$ cat config.mk
export PLATFORM = sky130hd
export DESIGN_NAME = bc_operand_requester_flat
export DESIGN_NICKNAME = d
export VERILOG_FILES = /design/src/rtl/bc_operand_requester_if.sv /design/src/rtl/bc_operand_requester.sv /design/src/flat_wrapper.sv
export SDC_FILE = /design/constraint.sdc
export NUM_CORES = 1
export LEC_CHECK = 0
export ABC_AREA = 1
export BUFFER_PORTS_ARGS = -buffer_cell sky130_fd_sc_hd__buf_2
export CORE_MARGIN = 2
export CORE_UTILIZATION = 45
export CTS_CLUSTER_SIZE = 25
export DETAILED_ROUTE_END_ITERATION = 7
export PLACE_DENSITY = 0.79
export SYNTH_ARGS = -nofsm -noshare
export SYNTH_HDL_FRONTEND = slang
export SYNTH_SLANG_ARGS = --single-unit
$ cat constraint.sdc
create_clock -name clk_i -period 1.81 [get_ports clk_i]
set_input_delay 0.181 -clock clk_i [delete_from_list [all_inputs] [get_ports clk_i]]
set_output_delay 0.181 -clock clk_i [all_outputs]
set_load 0.005 [all_outputs]
$ cat src/rtl/bc_operand_requester_if.sv
// Command, broadcast-buffer and FPU-operand handshakes of the lane-0 operand requester.
// master = the side that issues commands, feeds the buffer and accepts operands; slave = the requester.
interface bc_operand_requester_if #(
  parameter int MaxBlen   = 32,
  parameter int MaxPasses = 16,
  parameter int ELEN      = 64,
  parameter int BlenWidth = $clog2(MaxBlen + 1),
  parameter int PassWidth = $clog2(MaxPasses + 1)
);
  logic                 cmd_valid_i;
  logic                 cmd_ready_o;
  logic [BlenWidth-1:0] cmd_blen_i;
  logic [PassWidth-1:0] cmd_passes_i;
  logic                 bc_valid_i;
  logic [ELEN-1:0]      bc_data_i;
  logic                 bc_ready_o;
  logic                 bc_invalidate_o;
  logic                 opnd_valid_o;
  logic                 opnd_ready_i;
  logic [31:0]          opnd_data_o;
  logic [BlenWidth-1:0] opnd_idx_o;
  logic                 opnd_last_o;
  logic                 opnd_final_o;
  logic                 done_o;
  logic                 abort_i;
  logic [31:0]          stall_cycles_o;

  modport master (
    output cmd_valid_i, cmd_blen_i, cmd_passes_i, bc_valid_i, bc_data_i, opnd_ready_i, abort_i,
    input  cmd_ready_o, bc_ready_o, bc_invalidate_o, opnd_valid_o, opnd_data_o, opnd_idx_o,
           opnd_last_o, opnd_final_o, done_o, stall_cycles_o
  );

  modport slave (
    input  cmd_valid_i, cmd_blen_i, cmd_passes_i, bc_valid_i, bc_data_i, opnd_ready_i, abort_i,
    output cmd_ready_o, bc_ready_o, bc_invalidate_o, opnd_valid_o, opnd_data_o, opnd_idx_o,
           opnd_last_o, opnd_final_o, done_o, stall_cycles_o
  );
endinterface

$ cat src/rtl/bc_operand_requester.sv
// Streams a re-readable broadcast buffer half to the lane FPU once per pass, then releases it.
// Optional stall counter enabled by defining BC_OPERAND_REQUESTER_PERF_EN.
module bc_operand_requester #(
  parameter int MaxBlen   = 32,
  parameter int MaxPasses = 16,
  parameter int BlenWidth = $clog2(MaxBlen + 1),
  parameter int PassWidth = $clog2(MaxPasses + 1)
) (
  input logic                   clk_i,
  input logic                   rst_i,
  bc_operand_requester_if.slave bus
);
  typedef enum logic [1:0] {IDLE, STREAM, INVAL} state_e;

  localparam logic [BlenWidth-1:0] BlenOne = 1;
  localparam logic [PassWidth-1:0] PassOne = 1;

  state_e               state;
  logic [BlenWidth-1:0] blen;
  logic [BlenWidth-1:0] elem_cnt;
  logic [PassWidth-1:0] passes;
  logic [PassWidth-1:0] pass_cnt;
  logic                 cmd_ready;
  logic                 inval;
  logic                 streaming;
  logic                 bc_rdy;
  logic                 pop;
  logic                 elem_last;
  logic                 pass_last;
  logic                 unused_hi;

  logic                 vld_p0;
  logic [31:0]          data_p0;
  logic [BlenWidth-1:0] idx_p0;
  logic                 last_p0;
  logic                 final_p0;

  assign streaming = (state == STREAM);
  assign elem_last = (elem_cnt == blen - BlenOne);
  assign pass_last = (pass_cnt == passes - PassOne);
  // Pop only when the one-entry output stage is free or draining this cycle.
  assign bc_rdy    = streaming && (!vld_p0 || bus.opnd_ready_i) && !bus.abort_i;
  assign pop       = bus.bc_valid_i && bc_rdy;
  assign unused_hi = ^(bus.bc_data_i >> 32);

  always_ff @(posedge clk_i) begin
    if (rst_i) begin
      state     <= IDLE;
      cmd_ready <= 1'b1;
      inval     <= 1'b0;
      blen      <= '0;
      passes    <= '0;
      elem_cnt  <= '0;
      pass_cnt  <= '0;
    end else begin
      inval <= 1'b0;
      unique case (state)
        IDLE: begin
          if (bus.cmd_valid_i) begin
            blen      <= bus.cmd_blen_i;
            passes    <= bus.cmd_passes_i;
            elem_cnt  <= '0;
            pass_cnt  <= '0;
            cmd_ready <= 1'b0;
            // Empty commands still release the buffer half.
            if (bus.cmd_blen_i == '0 || bus.cmd_passes_i == '0) begin
              state <= INVAL;
              inval <= 1'b1;
            end else begin
              state <= STREAM;
            end
          end
        end
        STREAM: begin
          if (bus.abort_i) begin
            state <= INVAL;
            inval <= 1'b1;
          end else if (pop) begin
            if (elem_last) begin
              elem_cnt <= '0;
              pass_cnt <= pass_cnt + PassOne;
              if (pass_last) begin
                state <= INVAL;
                inval <= 1'b1;
              end
            end else begin
              elem_cnt <= elem_cnt + BlenOne;
            end
          end
        end
        INVAL: begin
          state     <= IDLE;
          cmd_ready <= 1'b1;
        end
        default: begin
          state     <= IDLE;
          cmd_ready <= 1'b1;
        end
      endcase
    end
  end

  // Stage p0: operand register toward the FPU, drains independently of the FSM.
  always_ff @(posedge clk_i) begin
    if (rst_i) begin
      vld_p0   <= 1'b0;
      data_p0  <= '0;
      idx_p0   <= '0;
      last_p0  <= 1'b0;
      final_p0 <= 1'b0;
    end else if (streaming && bus.abort_i) begin
      vld_p0 <= 1'b0;
    end else if (pop) begin
      vld_p0   <= 1'b1;
      data_p0  <= bus.bc_data_i[31:0];
      idx_p0   <= elem_cnt;
      last_p0  <= elem_last;
      final_p0 <= elem_last && pass_last;
    end else if (bus.opnd_ready_i) begin
      vld_p0 <= 1'b0;
    end
  end

`ifdef BC_OPERAND_REQUESTER_PERF_EN
  logic [31:0] stall_cnt;

  always_ff @(posedge clk_i) begin
    if (rst_i) begin
      stall_cnt <= '0;
    end else if (state == IDLE && bus.cmd_valid_i) begin
      stall_cnt <= '0;
    end else if (streaming && !bus.bc_valid_i && stall_cnt != '1) begin
      stall_cnt <= stall_cnt + 32'd1;
    end
  end

  assign bus.stall_cycles_o = stall_cnt;
`else
  assign bus.stall_cycles_o = '0;
`endif

  assign bus.cmd_ready_o     = cmd_ready;
  assign bus.bc_ready_o      = bc_rdy;
  assign bus.bc_invalidate_o = inval;
  assign bus.done_o          = inval;
  assign bus.opnd_valid_o    = vld_p0;
  assign bus.opnd_data_o     = data_p0;
  assign bus.opnd_idx_o      = idx_p0;
  assign bus.opnd_last_o     = last_p0;
  assign bus.opnd_final_o    = final_p0;
endmodule

$ cat src/flat_wrapper.sv
// flat-port wrapper written by rule: the top's interface ports become plain ports
module bc_operand_requester_flat 
#(
  parameter int MaxBlen   = 32,
  parameter int MaxPasses = 16,
  parameter int BlenWidth = $clog2(MaxBlen + 1),
  parameter int PassWidth = $clog2(MaxPasses + 1)
)
  (clk_i, rst_i, bus_cmd_valid_i, bus_cmd_blen_i, bus_cmd_passes_i, bus_bc_valid_i, bus_bc_data_i, bus_opnd_ready_i, bus_abort_i, bus_cmd_ready_o, bus_bc_ready_o, bus_bc_invalidate_o, bus_opnd_valid_o, bus_opnd_data_o, bus_opnd_idx_o, bus_opnd_last_o, bus_opnd_final_o, bus_done_o, bus_stall_cycles_o);
  bc_operand_requester_if #(.MaxBlen(MaxBlen), .MaxPasses(MaxPasses), .BlenWidth(BlenWidth), .PassWidth(PassWidth)) bus_i ();
  input logic clk_i;
  input logic rst_i;
  input wire logic [$bits(bus_i.cmd_valid_i)-1:0] bus_cmd_valid_i;
  input wire logic [$bits(bus_i.cmd_blen_i)-1:0] bus_cmd_blen_i;
  input wire logic [$bits(bus_i.cmd_passes_i)-1:0] bus_cmd_passes_i;
  input wire logic [$bits(bus_i.bc_valid_i)-1:0] bus_bc_valid_i;
  input wire logic [$bits(bus_i.bc_data_i)-1:0] bus_bc_data_i;
  input wire logic [$bits(bus_i.opnd_ready_i)-1:0] bus_opnd_ready_i;
  input wire logic [$bits(bus_i.abort_i)-1:0] bus_abort_i;
  output wire logic [$bits(bus_i.cmd_ready_o)-1:0] bus_cmd_ready_o;
  output wire logic [$bits(bus_i.bc_ready_o)-1:0] bus_bc_ready_o;
  output wire logic [$bits(bus_i.bc_invalidate_o)-1:0] bus_bc_invalidate_o;
  output wire logic [$bits(bus_i.opnd_valid_o)-1:0] bus_opnd_valid_o;
  output wire logic [$bits(bus_i.opnd_data_o)-1:0] bus_opnd_data_o;
  output wire logic [$bits(bus_i.opnd_idx_o)-1:0] bus_opnd_idx_o;
  output wire logic [$bits(bus_i.opnd_last_o)-1:0] bus_opnd_last_o;
  output wire logic [$bits(bus_i.opnd_final_o)-1:0] bus_opnd_final_o;
  output wire logic [$bits(bus_i.done_o)-1:0] bus_done_o;
  output wire logic [$bits(bus_i.stall_cycles_o)-1:0] bus_stall_cycles_o;
  assign bus_i.cmd_valid_i = bus_cmd_valid_i;
  assign bus_i.cmd_blen_i = bus_cmd_blen_i;
  assign bus_i.cmd_passes_i = bus_cmd_passes_i;
  assign bus_i.bc_valid_i = bus_bc_valid_i;
  assign bus_i.bc_data_i = bus_bc_data_i;
  assign bus_i.opnd_ready_i = bus_opnd_ready_i;
  assign bus_i.abort_i = bus_abort_i;
  assign bus_cmd_ready_o = bus_i.cmd_ready_o;
  assign bus_bc_ready_o = bus_i.bc_ready_o;
  assign bus_bc_invalidate_o = bus_i.bc_invalidate_o;
  assign bus_opnd_valid_o = bus_i.opnd_valid_o;
  assign bus_opnd_data_o = bus_i.opnd_data_o;
  assign bus_opnd_idx_o = bus_i.opnd_idx_o;
  assign bus_opnd_last_o = bus_i.opnd_last_o;
  assign bus_opnd_final_o = bus_i.opnd_final_o;
  assign bus_done_o = bus_i.done_o;
  assign bus_stall_cycles_o = bus_i.stall_cycles_o;
  bc_operand_requester #(.MaxBlen(MaxBlen), .MaxPasses(MaxPasses), .BlenWidth(BlenWidth), .PassWidth(PassWidth)) u_core (.clk_i(clk_i), .rst_i(rst_i), .bus(bus_i));
endmodule
# Yosys cells after proc, flatten, opt, wreduce, memory -nomap -nowiden
# Cells that the tools add are included.
# W data, S select, Z words.
totals:
  register_bits: 67
  in_bits: 81
  output_inout_bits: 77
  wordCells: 77
classes:
  n_reduce_logical: 21
  mux: 28
  n_bitwise: 2
  addsub: 4
  eq_ne: 10
ops:
  columns: ["op", "count"]
  rows:
  - ["$mux W6", 4]
  - ["$mux W5", 4]
  - ["$mux W2", 6]
  - ["$pmux W6 S2", 1]
  - ["$pmux W5 S2", 1]
  - ["$mux W1", 9]
  - ["$ne A3 B3 Y1 const B", 3]
  - ["$ne A2 B2 Y1 const B", 4]
  - ["$reduce_and A4 Y1", 2]
  - ["$add A6 B1 Y6 const B", 1]
  - ["$eq A6 B6 Y1", 1]
  - ["$logic_not A6 Y1", 1]
  - ["$reduce_and A2 Y1", 3]
  - ["$sub A6 B1 Y6 const B", 1]
  - ["$add A5 B1 Y5 const B", 1]
  - ["$eq A5 B5 Y1", 1]
  - ["$logic_and A1 B1 Y1", 5]
  - ["$logic_not A5 Y1", 1]
  - ["$reduce_and A5 Y1", 1]
  - ["$sub A5 B1 Y5 const B", 1]
  - ["$pmux W1 S2", 2]
  - ["$pmux W2 S2", 1]
  - ["$reduce_bool A2 Y1", 2]
  - ["$eq A2 B1 Y1 const B", 1]
  - ["other kinds (5)", 8]

# Logic depth before layout (Yosys ltp)
depth:
  ltp_word: 8
  depth_mapped: 14
  depth_no_buf: 14

# Worst setup path after synthesis
# Ideal clock, no wire load.
synth_path:
  path_kind: "register to register"
  start: "register u_core.blen[0]"
  end: "register u_core.elem_cnt[3]"
  required_time_ns: 1.696
  stages_incl_launch_ff: 12
  path_slack_ns: 0.194
  t_arrival_ns: 1.502
  setup_ns: 0.114
  period_less_slack_ns: 1.616
  n_path_buf: 0
  cell_sequence: "dfxtp_1 -> inv_1 -> ha_1 -> xnor2_1 -> nor2_1 -> nand3_1 -> nor2_2 -> nand2_1 -> nand2_2 -> nand2_4 -> nand2_4 -> nor2_1"
synth_between:
  elab_chain_cells: 6
synth_rtl:
  columns: ["element", "line_no", "rtl"]
  rows:
  - ["start: declaration", "bc_operand_requester.sv:19", "logic [BlenWidth-1:0] blen;"]
  - ["start signal: assignment", "bc_operand_requester.sv:60", "blen <= bus.cmd_blen_i;"]
  - ["$sub A6 B1 Y6", "bc_operand_requester.sv:39", "assign elem_last = (elem_cnt == blen - BlenOne);"]
  - ["$eq A6 B6 Y1", "bc_operand_requester.sv:39", null]
  - ["$mux W6", "bc_operand_requester.sv:79", "if (elem_last) begin"]
  - ["$mux W6", "bc_operand_requester.sv:78", "end else if (pop) begin"]
  - ["$mux W6", "bc_operand_requester.sv:75", "if (bus.abort_i) begin"]
  - ["$pmux W6 S2", "bc_operand_requester.sv:57", "unique case (state)"]
  - ["end signal: assignment", "bc_operand_requester.sv:87", "elem_cnt <= elem_cnt + BlenOne;"]
  - ["end: declaration", "bc_operand_requester.sv:20", "logic [BlenWidth-1:0] elem_cnt;"]
# Every way passes these cells. The select of a mux whose other input is x is not followed.
# A chain may end at the register's enable or synchronous reset.

# Worst setup path in the final report
# Ends and elaborated chain as after synthesis.

==> results.json <==
{
  "cts_hold_buf": 0,
  "start_util_pct": 46.7,
  "power_uw": 3560,
  "root_buffer": "clkbuf_8",
  "nets": 623,
  "worstSetupEndpoint": "u_core.elem_cnt[3]",
  "dp_hpwl_mm": 5.33,
  "synth_fa_ha_area_share_pct": 1.57,
  "fp.dieH_um": 88.2,
  "clock_latency_ns": 0.34,
  "syn_area_sq_um": 3190,
  "synthTopCellsByCount": "nor2_1, dfxtp_1, nand2_1",
  "cellLeakagePower_uw": 0.00190,
  "yosysTopAreaCellShare_pct": 42.1,
  "yosys.area_share.simple_pct": 25.3,
  "place_congestion": 0.869,
  "synth_top_family_by_area": "simple AND/OR/NAND/NOR gates",
  "endpoint_kind": "register",
  "min_period_over_period_pct": 95.0,
  "synth_cells": 440,
  "grt_max_degree": 43,
  "maxCapViolCount": 0,
  "required_ns": 2.05,
  "cellPowerDensity_nw_per_um2": 904,
  "cts_tree": "yes",
  "drc": 0,
  "cts_buffers": 9,
  "place_area_sq_um": 3660,
  "finalWirelength_mm": 7.30,
  "hold_viol_final": 0,
  "min_period_ns": 1.72,
  "cts_sinks": 67,
  "nFillCells": 641,
  "antenna_found_initial": 0,
  "ys_top_cells_by_area": "dfxtp_1, nor2_1, buf_4",
  "core_area_sq_um": 6830,
  "async_reset_ff_share_pct": 0,
  "fmax_mhz": 582,
  "gr-total-overflow": 0,
  "clockBufferDepth": 2,
  "grt_pass1_vias": 2768,
  "final_layout_size_suffix_gt1_share_pct": 27.1,
  "rows": 30,
  "synth_edf_count": 0,
  "rrSetupSlack_ns": 0.09,
  "synth_flop_cell": "dfxtp_1",
  "startpoint": "u_core.blen[0]",
  "setup_viol": 0,
  "insertedDiodeCount": 0,
  "die_w_um": 88.2,
  "setup_ws_ns": 0.0906,
  "synth_mux_area_share_pct": 0,
  "critPathArrivalTime_ns": 1.96,
  "fin_skew_ns": 0.0111,
  "firstDrtPassIters": 5,
  "drt_iter0_drc": 107,
  "grt_pass1_wl_mm": 11.8,
  "yosysTopAreaCell": "dfxtp_1",
  "outcome": "completed",
  "hp-class": "in2reg",
  "worst-path-max-fanout": 6,
  "grt.total_usage_pct": 19.1,
  "synth-compound-area-share_pct": 12.9,
  "antenna_left": 0,
  "cp-start-kind": "register",
  "avgSynthCellArea_sq_um": 7.25,
  "place_ws_ns": 0.0327,
  "rr_startpoint": "u_core.blen[0]",
  "slew_violations": 0,
  "critical_path_class": "reg2reg",
  "yosys_warnings": 0,
  "r2r_end": "u_core.elem_cnt[3]",
  "vias": 2947,
  "port_buffers": 93,
  "synth.most_common_cell": "nor2_1",
  "ys_seq_elements": 67,
  "vdd_drop_max_uv": 416,
  "syn2layout_area_growth_pct": 23.6,
  "path_clk_slew_ns": 0.08,
  "r2r_cells": 11,
  "synth_cell_type_count": 32,
  "htreeDepth": 3,
  "fin_area_sq_um": 3940,
  "boundaryPins": 158,
  "yosysSeqAreaShare_pct": 42.1,
  "synth_xor_area_share_pct": 3.30,
  "routedWlPerCell_um": 11.4,
  "die-area_sq_um": 7780,
  "vias_per_cell": 4.61
}
[routing by layer]
| metal | wire length [um] | part of all wire, % | track usage (%) | vias to the layer above |
|---|---|---|---|---|
| met5 | 0 | 0 | 0 | - |
| met3 | 374 | 5.1 | 4.43 | 11 |
| met2 | 3830 | 52 | 34.8 | 90 |
| li1 | - | - | - | 1514 |
| met1 | 2970 | 41 | 21.5 | 1332 |
| met4 | 119 | 1.6 | 7.30 | 0 |
[critical path: stages (launching register included)]
cell     delay [ns]
dfxtp_2        0.32
inv_1          0.11
ha_4           0.21
xnor2_1        0.12
nor2_1         0.12
nand3_2        0.11
nor2_4         0.16
nand2_2        0.09
nand2_4        0.14
nand2_8        0.09
nand2_8        0.09
nor2_1         0.05
[final cells by class]
| type | instances | area [sq um] | share of cell area [%] |
|---|---|---|---|
| multi-input combinational | 315 | 1550 | 39.4 |
| sequential | 67 | 1340 | 34.1 |
| timing repair buffer | 106 | 579 | 14.7 |
| inverter | 39 | 146 | 3.71 |
| clock buffer | 9 | 124 | 3.14 |
| tap | 96 | 120 | 3.05 |
| clock inverter | 7 | 75.1 | 1.90 |
[cells in the final DEF, fill, tap and decap left out, drive strengths merged, types with 2 or more instances in the layout]
cell    count
buf       106
nor2      101
dfxtp      67
nand2      63
o21ai      51
inv        40
conb       32
a21oi      24
nand3      18
clkbuf      9
xor2        8
clkinv      5
xnor2       4
ha          4
nand4       2
nor3        2
[logic make-up (layout without fill, tap and decap cells)]
family / after synthesis / after routing
other: 1 / 32
xor gates and xnor gates: 12 / 12
and+or+nand+nor: 189 / 189
AOI/OAI and AO/OA: 78 / 78
adders and majority gates: 4 / 4
DFF: 67 / 67
buffers and inverters: 89 / 161
[state kept, by name, indices dropped and copies added (netlist names)]
signal,cells
u_core.elem_cnt,6
u_core.bus.opnd_data_o,32
u_core.bus.opnd_final_o,1
u_core.bus.bc_invalidate_o,1
u_core.bus.cmd_ready_o,1
u_core.bus.opnd_last_o,1
u_core.bus.opnd_valid_o,1
u_core.blen,6
u_core.passes,5
u_core.state,2
u_core.bus.opnd_idx_o,6
u_core.pass_cnt,5
[power by group]
part / leakage [uW] / internal, uW / switching (uW)
clock: 0.000104 / 645 / 606
sequential: 0.000547 / 1570 / 60.7
combinational: 0.00125 / 284 / 401
[timing repair]
action / 4_1_cts / 5_1_grt
gates resized for setup: 0 / 16
setup endpoints to repair: 0 / 14
buffers inserted: 0 / 2
[metrics by stage]
stage / hold slack [ns] / std cells / TNS [ns] / util (%)
global placement: 0.417 / 621 / 0 / 53.6
global route: 0.0685 / 639 / -0.213 / 57.7
floorplan: 0.316 / 471 / 0 / -
finish: 0.0646 / 639 / 0 / 57.7
detailed placement: 0.428 / 621 / 0 / 53.6
CTS: 0.0542 / 637 / 0 / 56.5
[how the worst min path moves through the flow]
stage,startpoint,to,slack (ns),cells after the start
global route,bus_bc_data_i[8],u_core.bus.opnd_data_o[8],0.07,3
finish,bus_bc_data_i[8],u_core.bus.opnd_data_o[8],0.06,3
CTS,bus_bc_data_i[7],u_core.bus.opnd_data_o[7],0.05,3
detailed placement,bus_bc_data_i[7],u_core.bus.opnd_data_o[7],0.43,3
global placement,bus_bc_data_i[7],u_core.bus.opnd_data_o[7],0.42,3
floorplan,bus_cmd_blen_i[5],u_core.blen[5],0.32,2
Note: power is estimated with default switching activity, not from simulation.
